[config.mk]
export PLATFORM = sky130hd
export DESIGN_NAME = an_encoder_16bits
export DESIGN_NICKNAME = d
export VERILOG_FILES = /design/src/rtl/an_encoder_16bits.sv
export SDC_FILE = /design/constraint.sdc
export NUM_CORES = 1
export LEC_CHECK = 0
export ABC_AREA = 1
export BUFFER_PORTS_ARGS = -buffer_cell sky130_fd_sc_hd__buf_2
export CORE_ASPECT_RATIO = 0.9
export CORE_MARGIN = 2
export CORE_UTILIZATION = 35
export DETAILED_ROUTE_END_ITERATION = 10
export PLACE_DENSITY = 0.53
export SLEW_MARGIN = 20
export SYNTH_ARGS = -nofsm -noshare
export SYNTH_HDL_FRONTEND = slang
export SYNTH_SLANG_ARGS = --single-unit
[constraint.sdc]
create_clock -name clk -period 3 [get_ports clk]
set_input_delay 0.6 -clock clk [delete_from_list [all_inputs] [get_ports clk]]
set_output_delay 0.6 -clock clk [all_outputs]
set_load 0.01 [all_outputs]
[src/rtl/an_encoder_16bits.sv]
// AN-code encoder: W = A*N by serial shift-and-add, valid/ready on both sides.
// Ports: clk, rst_n, in_valid/in_ready/n_in, out_valid/out_ready/w_out, busy.
// Optional AN_ENC_ERR_INJ_EN adds inj_en, inj_pos1/2, inj_sgn1/2 and an INJ
// state that adds up to two +/-2^pos error terms to the codeword.
module an_encoder_16bits #(
    parameter int unsigned A      = 4547,
    parameter int unsigned N_BITS = 17,
    parameter int unsigned W_BITS = 30,
    parameter int unsigned A_BITS = 13
) (
    input  logic              clk,
    input  logic              rst_n,
    input  logic              in_valid,
    output logic              in_ready,
    input  logic [N_BITS-1:0] n_in,
    output logic              out_valid,
    input  logic              out_ready,
    output logic [W_BITS-1:0] w_out,
    output logic              busy
`ifdef AN_ENC_ERR_INJ_EN
    ,
    input  logic              inj_en,
    input  logic [4:0]        inj_pos1,
    input  logic              inj_sgn1,
    input  logic [4:0]        inj_pos2,
    input  logic              inj_sgn2
`endif
);

    localparam logic [A_BITS-1:0] A_C = A_BITS'(A);
    localparam logic [W_BITS-1:0] A_W = W_BITS'(A_C);
    localparam logic [4:0]        LAST = 5'(N_BITS - 1);

`ifdef AN_ENC_ERR_INJ_EN
    typedef enum logic [1:0] {
        IDLE = 2'd0,
        MUL  = 2'd1,
        INJ  = 2'd2,
        OUT  = 2'd3
    } state_t;
`else
    typedef enum logic [1:0] {
        IDLE = 2'd0,
        MUL  = 2'd1,
        OUT  = 2'd2
    } state_t;
`endif

    state_t            state;
    logic [N_BITS-1:0] n_q;
    logic [W_BITS-1:0] acc;
    logic [4:0]        cnt;

    logic [W_BITS-1:0] partial;
    logic [W_BITS-1:0] acc_next;
    logic              last_bit;

    // One partial product per cycle; bit cnt of N selects A << cnt.
    always_comb begin
        partial  = '0;
        if (n_q[cnt])
            partial = A_W << cnt;
        acc_next = acc + partial;
        last_bit = (cnt == LAST);
    end

`ifdef AN_ENC_ERR_INJ_EN
    logic              en_q;
    logic [4:0]        pos1_q;
    logic              sgn1_q;
    logic [4:0]        pos2_q;
    logic              sgn2_q;
    logic [W_BITS-1:0] err1;
    logic [W_BITS-1:0] err2;
    logic [W_BITS-1:0] w_inj;

    // +/-2^pos modulo 2^W_BITS; positions past the word add nothing.
    function automatic logic [W_BITS-1:0] err_term(
        input logic [4:0] pos,
        input logic       sgn
    );
        logic [W_BITS-1:0] m;
        m = '0;
        if (32'(pos) < W_BITS)
            m = W_BITS'(1) << pos;
        if (sgn)
            m = ~m + W_BITS'(1);
        return m;
    endfunction

    always_comb begin
        err1  = err_term(pos1_q, sgn1_q);
        err2  = err_term(pos2_q, sgn2_q);
        w_inj = acc;
        if (en_q)
            w_inj = acc + err1 + err2;
    end
`endif

    always_ff @(posedge clk or negedge rst_n) begin
        if (!rst_n) begin
            state     <= IDLE;
            n_q       <= '0;
            acc       <= '0;
            cnt       <= '0;
            w_out     <= '0;
            out_valid <= 1'b0;
            in_ready  <= 1'b1;
            busy      <= 1'b0;
`ifdef AN_ENC_ERR_INJ_EN
            en_q      <= 1'b0;
            pos1_q    <= '0;
            sgn1_q    <= 1'b0;
            pos2_q    <= '0;
            sgn2_q    <= 1'b0;
`endif
        end else begin
            unique case (state)
                IDLE: begin
                    if (in_valid) begin
                        n_q      <= n_in;
                        acc      <= '0;
                        cnt      <= '0;
                        in_ready <= 1'b0;
                        busy     <= 1'b1;
                        state    <= MUL;
`ifdef AN_ENC_ERR_INJ_EN
                        en_q     <= inj_en;
                        pos1_q   <= inj_pos1;
                        sgn1_q   <= inj_sgn1;
                        pos2_q   <= inj_pos2;
                        sgn2_q   <= inj_sgn2;
`endif
                    end
                end
                MUL: begin
                    acc <= acc_next;
                    cnt <= cnt + 5'd1;
                    if (last_bit) begin
`ifdef AN_ENC_ERR_INJ_EN
                        state <= INJ;
`else
                        w_out     <= acc_next;
                        out_valid <= 1'b1;
                        state     <= OUT;
`endif
                    end
                end
`ifdef AN_ENC_ERR_INJ_EN
                INJ: begin
                    w_out     <= w_inj;
                    out_valid <= 1'b1;
                    state     <= OUT;
                end
`endif
                OUT: begin
                    // Hold the codeword until the consumer takes it.
                    if (out_ready) begin
                        out_valid <= 1'b0;
                        in_ready  <= 1'b1;
                        busy      <= 1'b0;
                        state     <= IDLE;
                    end
                end
                default: begin
                    state <= IDLE;
                end
            endcase
        end
    end

endmodule

==> results_dict.tcl, run 1 <==
set metrics [dict create \
    status "finished, final reports clean" \
    path_buf_inv 2 \
    die_area_um2 18800 \
    clock_path_buffers 2 \
    vias 6398 \
    overflow 0 \
    path_common_cell "nand2_1" \
    period_needed_ns 2.93 \
    clkLatencyLatePin_ns 0.36 \
    fin_cells 1356 \
    drv_slew 0 \
    cpPeakStageDelay_ns 0.45 \
    initial_core_util_pct 35.4 \
    crit_fanout 8 \
    clockRootBuffer "clkbuf_16" \
    critical_path.cell_chain "buf_4 > o21a_1 > o21ai_0 > nand4_1 > nand2_2 > and2_4 > nor2_2 > ha_4 > nand2_1 > nand2_1 > buf_4 > nand2_1 > nand2_1 > nand2_1 > nand2_2 > a21oi_4 > nand3_2 > nand3_1 > nand2_1" \
    post_drt_wl_per_cell_um 14.9 \
    finalSetupViolCount 0 \
    fmax_ghz 0.341 \
    gp_congestion 0.943 \
    grt_setup_unrepaired "true" \
    io_pins 54 \
    grt_usage_pct 21.9 \
    worst_pin_slew_ns 0.750 \
    numPortBuffers 53 \
    postLayoutCellArea_um2 8910 \
    cts-htree-levels 3 \
    ys_warn_count 0 \
    synth.distinct_cells 35 \
    ys_seq_area_share_pct 35.2 \
    final_cell_mix "343 x nand2_1, 108 x buf_4, 105 x inv_1" \
    max_cap_viol_count 0 \
    drt-pass1-iter-count 5 \
    irDropWorstVdd_mv 0.602 \
    tritoncts "yes" \
    synth_ff_type "dfrtp_1" \
    dieHeight_um 130 \
    end_kind "register" \
    rows 46 \
    timing.slew.headroom_pct 50.0 \
    finClkSkew_ns 0.0112 \
    startpoint_type "register" \
    cts-buffers-inserted 9 \
    cp-endpoint "acc[27]" \
    drc_errors 0 \
    reg2reg_to "acc[27]" \
    syn-cell-area_um2 6190 \
    period_share_pct 97.6 \
    reg2reg_from "cnt[0]" \
    hold_viol 0 \
    crit_start "cnt[0]" \
    hp-class "in -> async" \
    grt_start_max_net_pins 47 \
    rr_worst_depth 19 \
    critPathSlowestCell "dfrtp_2" \
    ant_nets 0 \
    reg2reg_slack_ns 0.07 \
    p_per_area_nw_per_um2 1330 \
    synth_edf_count 0 \
    synth-seq-cells 87 \
    grt_pass1_wl_um 31500 \
    cp_top_family "simple AND/OR/NAND/NOR gates" \
    crit_type "reg -> reg" \
    p_total_mw 11.8 \
    grt_pass1_vias 5935 \
    synth_area_per_cell_um2 6.53 \
    syn_inst 949 \
    mostFrequentLayoutCell "nand2_1" \
    hold_buffers 0 \
    final_core_util_pct 50.9 \
    postSynthNetCount 1012 \
    clk_pin_slew_ns 0.07 \
    dieWidth_um 144 \
    antenna_found_initial 0 \
    n_antenna_cell 0 \
    drive_gt1_share_pct 35.1 \
    dp_hpwl_um 15100 \
    dp.cells 1322 \
    drt-total-wl_um 20300 \
    async_flop_share_pct 100 \
    fin_nets 1174 \
    vias_per_cell 4.72 \
    required_ns 3.25 \
    cp_num_cells 19 \
    leakage_nw 4.83 \
    syn2layout_area_growth_pct 43.9 \
    arrival_ns 3.18 \
    clock-sinks 87 \
    drtIter0Drc 390 \
    core_um2 17500 \
    place_area_um2 7430 \
]
[worst register-to-register path: cells and delay by family, from the launching register on]
kind | cells | cell delay (ns)
compound gates | 3 | 0.44
flops | 1 | 0.45
buf+inv | 2 | 0.28
fa+ha+maj | 1 | 0.27
simple gates | 13 | 1.39
[cells in the mapped netlist, types with 2 or more instances]
| cell | number | area, um2 |
|---|---|---|
| nand4_1 | 12 | 75.1 |
| inv_2 | 9 | 33.8 |
| xor2_1 | 4 | 35.0 |
| nor3_1 | 6 | 30.0 |
| ha_1 | 41 | 513 |
| nor2_2 | 3 | 18.8 |
| nand3_1 | 60 | 300 |
| nor2_1 | 76 | 285 |
| nand3_2 | 2 | 20.0 |
| xnor2_1 | 8 | 70.1 |
| a21o_1 | 2 | 15.0 |
| buf_4 | 2 | 15.0 |
| and2_1 | 5 | 31.3 |
| a21oi_1 | 24 | 120 |
| o21a_1 | 2 | 15.0 |
| nand2_1 | 401 | 1510 |
| o22ai_1 | 7 | 43.8 |
| o21ai_1 | 15 | 75.1 |
| o21ai_0 | 30 | 150 |
| clkbuf_1 | 8 | 30.0 |
| dfrtp_1 | 86 | 2150 |
| buf_2 | 9 | 45.0 |
| inv_1 | 120 | 450 |
| nand3b_1 | 6 | 45.0 |
[where the power goes]
part           switching, mW  internal (mW)  total, mW  leakage [nW]
logic                   4.78           3.65       8.43          3.57
registers              0.403           1.72       2.12          1.10
clock network          0.540          0.744       1.28         0.163
total                   5.72           6.12       11.8          4.83
[worst min-delay path by stage]
stage | to | slack [ns] | cells past startpoint
3_3_place_gp | in_ready | 0.45 | 2
5_1_grt | w_out[27] | 0.28 | 1
4_1_cts | w_out[27] | 0.25 | 1
3_5_place_dp | busy | 0.46 | 2
6_report | w_out[27] | 0.22 | 1
2_1_floorplan | acc[0] | 0.30 | 0
[per-stage QoR]
step / setup WS (ns) / TNS (ns) / hold slack [ns]
6_report: 0.0710 / 0 / 0.225
5_1_grt: -0.0993 / -1.66 / 0.283
4_1_cts: 0.000267 / 0 / 0.249
3_5_place_dp: -0.189 / -3.96 / 0.458
3_3_place_gp: -0.207 / -3.02 / 0.455
2_1_floorplan: 0.295 / 0 / 0.304
[sequential cells by signal (all words and copies together) (netlist names)]
name and flops:
w_out 30, acc 30, busy 1, state 2
in_ready 1, cnt 5, n_q 17, out_valid 1
[cell families (layout without fill, tap and decap cells)]
| kind of cell | after synthesis | after routing | synth area share [%] |
|---|---|---|---|
| AND/OR/NAND/NOR | 573 | 574 | 37.7 |
| buffers and inverters | 150 | 316 | 9.39 |
| flip-flops | 87 | 87 | 35.2 |
| AO/OA/AOI/OAI | 85 | 85 | 7.43 |
| adder cells (fa/ha/maj) | 42 | 42 | 8.61 |
| XOR/XNOR | 12 | 12 | 1.70 |
[cell type report]
cell class | count | area [um2]
Clock inverter | 7 | 103
Inverter | 130 | 490
Sequential cell | 87 | 2180
Multi-Input combinational cell | 713 | 4420
Tap cell | 240 | 300
Clock buffer | 9 | 225
Timing Repair Buffer | 170 | 1200
Fill cell | 1790 | 8580
[metal layers]
layer | up-vias | track usage [%] | part of all wire [%]
met5 | - | 0 | 0
met4 | 0 | 6.05 | 2.5
met3 | 35 | 3.27 | 4.9
met2 | 135 | 30.8 | 40
met1 | 2933 | 34.4 | 53
li1 | 3295 | - | -
[what timing repair did]
action / CTS / global route
resized for setup: 30 / 225
cloned: 0 / 1
pin swaps: 1 / 55
setup buffers: 0 / 17
setup endpoints to repair: 41 / 47
Power figures use the tool's default switching activity.
==> inputs of run 2 (changes only) <==
- GPL_TIMING_DRIVEN: default -> 0
- clock period: 3 -> 3.6 ns (I/O delays scaled with it)
==> run 2 against run 1 <==
- hold slack improved by 0.053 ns
- non-clock buffer count fell by 94
- global-route usage fell by 0.22 points
- die area did not move
- critical endpoint is now acc[25]
==> results_dict.tcl, run 2 (synthesis gave the netlist of run 1 again) <==
set metrics [dict create \
    status "finished, final reports clean" \
    cts-buffers-inserted 9 \
    period_share_pct 93.5 \
    hold_viol 0 \
    arrival_ns 3.61 \
    n_fill_cell 1983 \
    startpoint_type "register" \
    gp_congestion 0.962 \
    irDropWorstVdd_mv 0.469 \
    ant_nets 0 \
    postLayoutCellArea_um2 7120 \
    antenna_found_initial 0 \
    cell_internal_pwr_mw 3.40 \
    crit_type "reg -> reg" \
    final_cell_mix "401 x nand2_1, 120 x inv_1, 84 x dfrtp_1" \
    drtIter0Drc 381 \
    reg_top3 "acc: 30 flops, w_out: 30 flops, n_q: 17 flops" \
    grt_setup_unrepaired "true" \
    syn2layout_area_growth_pct 14.9 \
    grt_pass1_wl_um 30800 \
    setup_tns_ns 0 \
    power.clock.fraction_pct 12.9 \
    place_area_um2 6790 \
    post_drt_wl_per_cell_um 15.1 \
    period_needed_ns 3.37 \
    initial_core_util_pct 35.4 \
    worst_pin_slew_ns 0.813 \
    die_area_um2 18800 \
    n_antenna_cell 0 \
    io_pins 54 \
    grt_start_max_net_pins 45 \
    dieHeight_um 130 \
    numPortBuffers 53 \
    finalSetupViolCount 0 \
    tritoncts "yes" \
    dp_hpwl_um 15200 \
    switchingPower_mw 3.72 \
    fin_ws_ns 0.233 \
    grt_pass1_vias 5614 \
    vias_per_cell 4.74 \
    drt-total-wl_um 19000 \
    vias 5980 \
    p_per_area_nw_per_um2 1000 \
    leakage_nw 4.10 \
    p_comb_share_pct 63.0 \
    drv_slew 0 \
    crit_fanout 11 \
    fmax_ghz 0.297 \
    finClkSkew_ns 0.00992 \
    core_um2 17500 \
    clockRootBuffer "clkbuf_16" \
    final_core_util_pct 40.7 \
    clock_path_buffers 2 \
    overflow 0 \
    rows 46 \
    clkLatencyLatePin_ns 0.36 \
    seqCellArea_um2 2180 \
    mostFrequentLayoutCell "nand2_1" \
    drc_errors 0 \
    multi_input_area_um2 3450 \
    hp-class "in -> async" \
    required_ns 3.84 \
    cts-htree-levels 3 \
    clock-sinks 87 \
    switching_share_pct 52.3 \
    end_kind "register" \
    timing.slew.headroom_pct 45.8 \
    max_cap_viol_count 0 \
    pwr-share-seq_pct 24.1 \
    drt-pass1-iter-count 5 \
    clk_pin_slew_ns 0.06 \
    dieWidth_um 144 \
    hold_buffers 0 \
    fin_nets 1079 \
    grt_usage_pct 21.6 \
    pre_cts_slack_ns 0.124 \
    drive_gt1_share_pct 10.4 \
    p_total_mw 7.12 \
]
[run 2: cell types whose count changed in the layout (fill, tap and decap cells not counted), moves of 17 or more]
cell | before | now
buf_4 | 108 | 4
nand2_2 | 47 | 1
ha_4 | 22 | 0
nor2_4 | 17 | 0
nand3_1 | 42 | 60
nand2_1 | 343 | 401
ha_1 | 17 | 41
nor2_1 | 35 | 76
nor2_2 | 27 | 3
[run 2: final cells by class]
| cell class | instances | share of cell area, % |
|---|---|---|
| Sequential cell | 87 | 30.6 |
| Clock inverter | 6 | 0.738 |
| Clock buffer | 10 | 3.22 |
| Buffer | 20 | 1.35 |
| Multi-Input combinational cell | 712 | 48.5 |
| Timing Repair Buffer | 56 | 4.41 |
| Inverter | 130 | 6.89 |
| Tap cell | 240 | 4.22 |
[run 2: final timing paths]
kind / slack, ns / startpoint / depth (start not counted) / to
min in group clk: 0.47 / in_ready / 2 / in_ready
hold reg to reg: 0.47 / in_ready / 2 / in_ready
max in group asynchronous: 2.69 / rst_n / 2 / in_ready
setup / recovery: 0.23 / cnt[1] / 19 / acc[25]
hold / removal: 0.28 / rst_n / 1 / w_out[27]
setup reg to reg: 0.23 / cnt[1] / 19 / acc[25]
[run 2: per-layer routing]
layer  GRT usage [%]  wire length, um
met1            33.3            10300
met2            31.3             7640
met3            4.00              869
met4            4.80              215
met5               0                0
[run 2: worst max-delay path: stages (launching register included)]
cell and delay (ns):
dfrtp_2 0.50, nor2_1 0.31, nand2_1 0.09, nand2_1 0.10
a21oi_2 0.04, nand3_2 0.08, nand3_4 0.14, and2_1 0.19
buf_4 0.15, nor2_1 0.16, ha_1 0.23, nand2_1 0.15
nor2_1 0.25, nand3_1 0.10, nand3_1 0.22, nand3_1 0.20
nand2_1 0.11, nand2_1 0.08, nand3_1 0.08, nand2_1 0.06
[run 2: what timing repair did]
item,CTS,global route
buffers inserted,0,2
hold endpoints to repair,0,0
setup endpoints to repair,0,36
resized for setup,0,8
[run 2: stage by stage]
step	hold WS (ns)	std cells
after floorplan	0.424	949
after global placement	0.457	1242
after detailed placement	0.460	1243
after CTS	0.295	1259
after global routing	0.312	1261
final	0.277	1261
[run 2: power groups by stage]
stage	clock (mW)	sequential (mW)	combinational (mW)
after global placement	0	1.73	4.38
after CTS	0.954	1.72	4.42
after global routing	0.978	1.78	5.12
after detailed placement	0	1.73	4.40
final	0.918	1.72	4.49
after floorplan	0	1.74	3.08
